**src/rtl/pipelined_adder_pkg.sv**
```systemverilog
// pipelined_adder_pkg: op encoding and chunk-width helpers shared by the pipelined adder
package pipelined_adder_pkg;

    localparam logic OP_ADD = 1'b0;
    localparam logic OP_SUB = 1'b1;

    function automatic bit chunk_legal(int width, int stages);
        return stages >= 1 && stages <= width && width % stages == 0;
    endfunction

    // Falls back to 1 on an illegal split so elaboration reaches the $error in the top.
    function automatic int chunk_width(int width, int stages);
        return chunk_legal(width, stages) ? width / stages : 1;
    endfunction

endpackage

```
**src/rtl/pipelined_adder_rca_slice.sv**
```systemverilog
// rca_slice: combinational W-bit ripple-carry chain.
// Ports: x, y operands; ci carry in; s sum; co carry out; c_msb carry into bit W-1.
module rca_slice #(
    parameter int W = 8
) (
    input  logic [W-1:0] x,
    input  logic [W-1:0] y,
    input  logic         ci,
    output logic [W-1:0] s,
    output logic         co,
    output logic         c_msb
);

    logic [W:0] c;

    always_comb begin
        c[0] = ci;
        s    = '0;
        for (int i = 0; i < W; i++) begin
            s[i]   = x[i] ^ y[i] ^ c[i];
            c[i+1] = (x[i] & y[i]) | (c[i] & (x[i] ^ y[i]));
        end
    end

    assign co    = c[W];
    assign c_msb = c[W-1];

endmodule

```
**src/rtl/pipelined_adder.sv**
```systemverilog
// pipelined_adder: STAGES-deep pipelined ripple-carry adder/subtractor with valid/ready flow control.
// Ports: clk, rst (async, active high); in_valid/in_ready with operands a, b, cin, sub
// (0: a+b+cin, 1: a-b); out_valid/out_ready with results sum, cout, ovf.
module pipelined_adder
    import pipelined_adder_pkg::*;
#(
    parameter int WIDTH  = 32,
    parameter int STAGES = 4
) (
    input  logic             clk,
    input  logic             rst,
    input  logic             in_valid,
    output logic             in_ready,
    input  logic [WIDTH-1:0] a,
    input  logic [WIDTH-1:0] b,
    input  logic             cin,
    input  logic             sub,
    output logic             out_valid,
    input  logic             out_ready,
    output logic [WIDTH-1:0] sum,
    output logic             cout,
    output logic             ovf
);

    localparam int CHUNK = chunk_width(WIDTH, STAGES);

    if (!chunk_legal(WIDTH, STAGES)) begin : g_bad_cfg
        $error("pipelined_adder: WIDTH must be a multiple of STAGES and 1 <= STAGES <= WIDTH");
    end

    logic              en;
    logic [WIDTH-1:0]  b_eff;
    logic              c0;
    logic [STAGES-1:0] valid_q;
    logic [STAGES-1:0] carry_d, carry_q;
    logic [WIDTH-1:0]  s_d, s_q;
    logic              cmsb_d, cmsb_q;

    // One global enable: the whole pipe moves or the whole pipe holds.
    assign en        = ~out_valid | out_ready;
    assign in_ready  = en;
    assign b_eff     = (sub == OP_ADD) ? b : ~b;
    assign c0        = (sub == OP_SUB) ? 1'b1 : cin;
    assign out_valid = valid_q[STAGES-1];
    assign cout      = carry_q[STAGES-1];
    assign ovf       = cmsb_q ^ carry_q[STAGES-1];

    always_ff @(posedge clk or posedge rst) begin
        if (rst) begin
            valid_q <= '0;
            carry_q <= '0;
            s_q     <= '0;
            cmsb_q  <= 1'b0;
        end else if (en) begin
            valid_q <= (valid_q << 1) | STAGES'(in_valid);
            carry_q <= carry_d;
            s_q     <= s_d;
            cmsb_q  <= cmsb_d;
        end
    end

    for (genvar k = 0; k < STAGES; k++) begin : g_stage
        logic [CHUNK-1:0] x, y, s;
        logic             ci, co, cm;

        if (k == 0) begin : g_head
            assign x  = a[CHUNK-1:0];
            assign y  = b_eff[CHUNK-1:0];
            assign ci = c0;
        end else begin : g_skew
            // Operand chunk k waits k cycles so it meets the carry of its own beat.
            logic [CHUNK-1:0] xa_q [k];
            logic [CHUNK-1:0] yb_q [k];
            always_ff @(posedge clk or posedge rst) begin
                if (rst) begin
                    xa_q <= '{default: '0};
                    yb_q <= '{default: '0};
                end else if (en) begin
                    xa_q[0] <= a[k*CHUNK +: CHUNK];
                    yb_q[0] <= b_eff[k*CHUNK +: CHUNK];
                    for (int j = 1; j < k; j++) begin
                        xa_q[j] <= xa_q[j-1];
                        yb_q[j] <= yb_q[j-1];
                    end
                end
            end
            assign x  = xa_q[k-1];
            assign y  = yb_q[k-1];
            assign ci = carry_q[k-1];
        end

        rca_slice #(.W(CHUNK)) u_rca (
            .x    (x),
            .y    (y),
            .ci   (ci),
            .s    (s),
            .co   (co),
            .c_msb(cm)
        );

        assign s_d[k*CHUNK +: CHUNK] = s;
        assign carry_d[k]            = co;

        if (k == STAGES - 1) begin : g_last
            assign sum[k*CHUNK +: CHUNK] = s_q[k*CHUNK +: CHUNK];
            assign cmsb_d                = cm;
        end else begin : g_deskew
            // Earlier chunks finish early and wait here for the top chunk of the same beat.
            localparam int D = STAGES - 1 - k;
            logic [CHUNK-1:0] d_q [D];
            logic             cm_unused;
            always_ff @(posedge clk or posedge rst) begin
                if (rst) begin
                    d_q <= '{default: '0};
                end else if (en) begin
                    d_q[0] <= s_q[k*CHUNK +: CHUNK];
                    for (int j = 1; j < D; j++) begin
                        d_q[j] <= d_q[j-1];
                    end
                end
            end
            assign sum[k*CHUNK +: CHUNK] = d_q[D-1];
            assign cm_unused             = cm;
        end
    end

endmodule

```
**config.mk**
```make
export PLATFORM = sky130hd
export DESIGN_NAME = pipelined_adder
export DESIGN_NICKNAME = d
export VERILOG_FILES = /design/src/rtl/pipelined_adder_pkg.sv /design/src/rtl/pipelined_adder_rca_slice.sv /design/src/rtl/pipelined_adder.sv
export SDC_FILE = /design/constraint.sdc
export NUM_CORES = 1
export LEC_CHECK = 0
export CAP_MARGIN = 20
export CORE_UTILIZATION = 58
export CTS_BUF_LIST = sky130_fd_sc_hd__clkbuf_4 sky130_fd_sc_hd__clkbuf_8
export DETAILED_ROUTE_END_ITERATION = 10
export PLACE_DENSITY_LB_ADDON = 0.08
export SYNTH_ARGS = -nofsm -noshare
export SYNTH_HDL_FRONTEND = slang
export SYNTH_SLANG_ARGS = --single-unit
export TNS_END_PERCENT = 10
```
**constraint.sdc**
```tcl
create_clock -name clk -period 6.9 [get_ports clk]
set_clock_uncertainty 0.15 [all_clocks]
set_input_delay 1.035 -clock clk [delete_from_list [all_inputs] [get_ports clk]]
set_output_delay 1.035 -clock clk [all_outputs]
set_load 0.05 [all_outputs]
```
**Word-level counts from Yosys, hierarchy flattened**

Index checks and enable logic that the tools add are counted.

- Flip-flop bits (word level): 185
- Input port bits: 70
- Output and inout port bits: 36
- Logic and storage cells: 189

- Muxes and demuxes: 2
- Bitwise operators: 165

Operator list:

| cell | count |
|---|---|
| $xor A1 B1 Y1 | 65 |
| $and A1 B1 Y1 | 64 |
| $or A1 B1 Y1 | 33 |
| $mux W32 | 1 |
| $not A32 Y32 | 1 |
| $or A4 B1 Y4 | 1 |
| $mux W1 | 1 |
| $not A1 Y1 | 1 |

**Depth between registers and ports, before layout**

- Depth in word-level cells: 19
- Mapped depth: 15
- Depth with buffers taken out: 13

**By module**

A second synthesis with hierarchy kept.

- Cells, all modules: 527
- Area total of the unflattened synthesis: 8,638.3 um^2

Modules (own cells, without submodules):

| module | times used | cells each | area each (um^2) | seq. area each (um^2) |
|---|---|---|---|---|
| pipelined_adder | 1 | 455 | 7,847.5 | 4,629.4 |
| rca_slice | 4 | 18 | 197.7 | 0.0 |

**Worst setup path before layout**

OpenSTA, ideal clock, no wires.

- Path kind: input -> register
- From: in sub
- To: reg s_q[7]
- Library setup time: 0.125 ns
- Data arrival time: 4.957 ns
- Data required time: 6.625 ns
- Path slack: 1.668 ns
- Stages on the path: 15
- Path buffers: 2
- Cells stage by stage: buf_2 buf_2 nor2_1 fa_1 inv_1 fa_1 inv_1 fa_1 fa_1 fa_1 fa_1 fa_1 inv_1 fa_1 mux2_4

- Cells in the longest elaborated chain, start to end: 17
- Elaborated cells on any way between the ends: 32
- Those cells by class: 2 x mux; 30 x bitwise

RTL lines:

| item | line | text |
|---|---|---|
| from (decl) | pipelined_adder.sv:17 | `input logic sub,` |
| $mux W32 | pipelined_adder.sv:42 | `assign b_eff = (sub == OP_ADD) ? b : ~b;` |
| $xor A1 B1 Y1 | pipelined_adder_rca_slice.sv:21 | `c[i+1] = (x[i] & y[i]) \| (c[i] & (x[i] ^ y[i]));` |
| $and A1 B1 Y1 | pipelined_adder_rca_slice.sv:21 |  |
| $or A1 B1 Y1 | pipelined_adder_rca_slice.sv:21 |  |
| $and A1 B1 Y1 | pipelined_adder_rca_slice.sv:21 |  |
| $or A1 B1 Y1 | pipelined_adder_rca_slice.sv:21 |  |
| $and A1 B1 Y1 | pipelined_adder_rca_slice.sv:21 |  |
| $or A1 B1 Y1 | pipelined_adder_rca_slice.sv:21 |  |
| [2 not listed] | n/a |  |
| $and A1 B1 Y1 | pipelined_adder_rca_slice.sv:21 |  |
| $or A1 B1 Y1 | pipelined_adder_rca_slice.sv:21 |  |
| $and A1 B1 Y1 | pipelined_adder_rca_slice.sv:21 |  |
| $or A1 B1 Y1 | pipelined_adder_rca_slice.sv:21 |  |
| $and A1 B1 Y1 | pipelined_adder_rca_slice.sv:21 |  |
| $or A1 B1 Y1 | pipelined_adder_rca_slice.sv:21 |  |
| $xor A1 B1 Y1 (*) | pipelined_adder_rca_slice.sv:20 | `s[i] = x[i] ^ y[i] ^ c[i];` |
| via g_stage[0].s[7] | pipelined_adder.sv:63 | `logic [CHUNK-1:0] x, y, s;` |
| to (signal assigned) | pipelined_adder.sv:52 | `s_q <= '0;` |
| to (signal assigned) | pipelined_adder.sv:57 | `s_q <= s_d;` |
| to (decl) | pipelined_adder.sv:36 | `logic [WIDTH-1:0] s_d, s_q;` |

Mark *: on every way through the listed nets, which the timed path passes. The rest lies on a longest branch.
A chain may end at the register's enable or synchronous reset.

**Worst setup path after layout**

- From: in a[0]
- To: reg s_q[7]

- Cells in the longest elaborated chain, start to end: 16
- Elaborated cells on any way between the ends: 17
- Those cells by class: 17 x bitwise

RTL lines:

| item | line | text |
|---|---|---|
| from (decl) | pipelined_adder.sv:14 | `input logic [WIDTH-1:0] a,` |
| $xor A1 B1 Y1 | pipelined_adder_rca_slice.sv:21 |  |
| $and A1 B1 Y1 | pipelined_adder_rca_slice.sv:21 |  |
| $or A1 B1 Y1 (*) | pipelined_adder_rca_slice.sv:21 |  |
| $and A1 B1 Y1 (*) | pipelined_adder_rca_slice.sv:21 |  |
| $or A1 B1 Y1 (*) | pipelined_adder_rca_slice.sv:21 |  |
| $and A1 B1 Y1 (*) | pipelined_adder_rca_slice.sv:21 |  |
| $or A1 B1 Y1 (*) | pipelined_adder_rca_slice.sv:21 |  |
| $and A1 B1 Y1 (*) | pipelined_adder_rca_slice.sv:21 |  |
| $or A1 B1 Y1 (*) | pipelined_adder_rca_slice.sv:21 |  |
| $and A1 B1 Y1 (*) | pipelined_adder_rca_slice.sv:21 |  |
| $or A1 B1 Y1 (*) | pipelined_adder_rca_slice.sv:21 |  |
| $and A1 B1 Y1 (*) | pipelined_adder_rca_slice.sv:21 |  |
| $or A1 B1 Y1 (*) | pipelined_adder_rca_slice.sv:21 |  |
| $and A1 B1 Y1 (*) | pipelined_adder_rca_slice.sv:21 |  |
| $or A1 B1 Y1 (*) | pipelined_adder_rca_slice.sv:21 |  |
| $xor A1 B1 Y1 (*) | pipelined_adder_rca_slice.sv:20 |  |
| via g_stage[0].s[7] | pipelined_adder.sv:63 |  |

Marks and branches as above.

==> flow_summary.toml <==
[pwr]
pwr_density_cell_nw_per_um2 = 480
ir_worst_vdd_mv = 0.299
power_w = 0.00480
p_leak_nw = 4.64

[floorplan]
core_um2 = 14500
die_h_um = 124
ioPinCount = 106
initial_core_util_pct = 59.5
die_area_um2 = 15400
dieWidth_um = 124
core.rowCount = 44

[clocking]
post_cts_buffers = 0
cts_tree = "yes"
cts_buffer_depth = 2
cts_root_buf = "clkbuf_8"
clkTransAtPathRegs_ns = 0.09
holdBufCountCts = 0
cts_buffers = 17
clock_latency_ns = 0.47
htreeDepth = 4
post_cts_resized = 0
cts.sinks = 185

[logic_synthesis]
ys_ff_latch = 185
netlist_area_um2 = 8650
yosys-mux-area-fraction_pct = 27.4
synth-simple-area-share_pct = 1.40
ys_types = 16
syn_area_per_cell_um2 = 16.2
yosys_warnings = 0
synth_xor_xnor_area_share_pct = 3.34
syn_inst = 534
syn-num-nets = 636
synth-adder-area-share_pct = 7.41
synth-main-ff-cell = "dfrtp_1"
synth_edf_count = 0
async_flop_share_pct = 100
ys_seq_area_share_pct = 53.5
synth_compound_area_share_pct = 0.810
synth_top_family_by_area = "multiplexers"

[critical_path]
slowest_delay_ns = 0.46
crit_top_cell = "fa_1"
crit_required_ns = 7.10
critPathLaunchType = "input pin"
crit_chain = "clkdlybuf4s50_1, inv_1, fa_1, inv_1, fa_1, inv_1, fa_1, fa_1, fa_1, fa_1, fa_1, inv_1, fa_1, mux2_4"
endpoint_kind = "register"
ff2ff_path_depth = 12
cp_max_fo = 1
path_class = "in -> reg"
crit_slowest_cell = "clkdlybuf4s50_1"
arrival_ns = 5.08

[detailed_routing]
drtPass1Iterations = 4
num_vias = 4144
via_per_inst = 5.12
finalWirelength_mm = 13.8
wl_per_cell_um = 17.1
final_antenna_net_count = 0
drt_iter0_drc = 170
drcViolationCount = 0

[grt]
grt_max_degree = 124
antenna_found_initial = 0
grt_pass1_wl_mm = 22.2
first_global_vias = 4349
grt_overflow = 0
grt_usage_pct = 19.5

[sta]
period_minus_slack_ns = 4.88
tns_ns = 0
min_period_over_period_pct = 70.7
rsz0062_at_grt = "no"
hold_viol_final = 0
fmax_mhz = 205
slew_headroom_pct = 31.1
tightest_slew_ns = 1.03
finalSetupViolations = 0
drv_slew = 0

[placed_design]
io_buffers = 105
placedCellCount = 778
detailed_place_hpwl_mm = 8.94
gp_congestion = 0.735

[run]
cap_violations = 0

[final_layout]
nFillCells = 1016
fin_cells = 809
drive_gt1_share_pct = 33.3
n_antenna_cell = 0
synthToLayoutAreaGrowth_pct = 15.7
postLayoutCoreUtil_pct = 68.9
nNetsFinal = 715

[outcome]
status = "completed"

[min_path]
worstHoldPathCells = 1
hp-class = "reg -> reg"
==> final cells by class <==
type,count,area [um2],area share (%)
clock buffer,22,297,2.96
clock inverter,9,139,1.39
inverter,32,128,1.28
multi-input combinational,266,3490,34.9
sequential,185,4630,46.3
tap,184,230,2.30
timing repair buffer,111,1090,10.9
==> routing by layer <==
layer	up-vias	GRT usage [%]	part of all wire (%)
met5	-	0	0
met4	0	7.59	1.5
met3	15	4.62	3.9
met2	76	28.9	46
met1	2151	28.0	49
li1	1902	-	-
==> synthesized netlist by cell type (8+ instances only) <==
library cell,count,area share [%]
nor3b_1,14,1.2
mux2_4,121,21
inv_1,32,1.4
dfrtp_1,185,54
fa_1,32,7.4
xor2_1,25,2.5
mux2_2,47,6.1
buf_2,9,0.52
xnor2_1,8,0.81
a21oi_1,14,0.81
buf_4,24,2.1
buf_6,16,2.1
==> registers in the layout (all words and copies together), names as in the netlist <==
signal / flops
g_stage.g_deskew.d_q: 32
g_stage.x: 16
cmsb_q: 1
sum: 16
s_q: 32
g_stage.g_skew.yb_q: 32
g_stage.g_skew.xa_q: 32
carry_q: 4
valid_q: 4
g_stage.y: 16
==> kinds of logic (layout without fill, tap and decap cells) <==
logic type      Yosys count  in the layout
flops                   185            185
mux                     170            170
buf+inv                  83            174
xor+xnor                 33             33
fa+ha+maj                32             32
simple gates             17             17
compound gates           14             14
==> worst paths after layout <==
path                                                  startpoint                           to  slack (ns)
min in group asynchronous                                    rst  g_stage[2].x[3]$_DFFE_PP0P_        0.97
hold reg to reg                           valid_q[2]$_DFFE_PP0P_       valid_q[3]$_DFFE_PP0P_        0.35
setup reg to reg           g_stage[1].g_skew.xa_q[0]$_DFFE_PP0P_          s_q[15]$_DFFE_PP0P_        2.87
hold / removal                            valid_q[2]$_DFFE_PP0P_       valid_q[3]$_DFFE_PP0P_        0.35
setup / recovery                                            a[0]           s_q[7]$_DFFE_PP0P_        2.02
max in group asynchronous                                    rst          s_q[14]$_DFFE_PP0P_        4.33
==> power by group <==
part | total, W | internal, W | switching [W]
clock | 0.000780 | 0.000402 | 0.000378
combinational | 0.00214 | 0.00117 | 0.000971
sequential | 0.00188 | 0.00158 | 0.000301
total | 0.00480 | 0.00315 | 0.00165
==> placed cells by master (no fill, tap or decap), types with 2 or more instances in the layout <==
cell type / count
bufinv_16: 3
mux2_4: 121
mux2_2: 47
fa_1: 32
a21oi_1: 14
dfrtp_1: 185
clkdlybuf4s50_1: 104
nor3b_1: 14
clkinv_4: 4
xnor2_1: 8
buf_4: 6
clkbuf_8: 21
xor2_1: 25
inv_1: 31
mux2i_1: 2
==> metrics by stage <==
step | area (um2) | hold slack, ns | setup WS, ns
after floorplan | 8650 | 0.285 | 0.686
after CTS | 10000 | 0.359 | 2.02
after detailed placement | 9570 | 0.328 | 1.47
after global placement | 9570 | 0.300 | 1.57
after global routing | 10000 | 0.376 | 1.83
final | 10000 | 0.348 | 2.02
==> critical path, delay by kind of cell <==
| kind | cells | cell delay (ns) |
|---|---|---|
| muxes | 1 | 0.26 |
| buffers and inverters | 5 | 0.73 |
| adders and majority gates | 8 | 3.05 |
No activity file was read; power rests on OpenSTA's default activity.
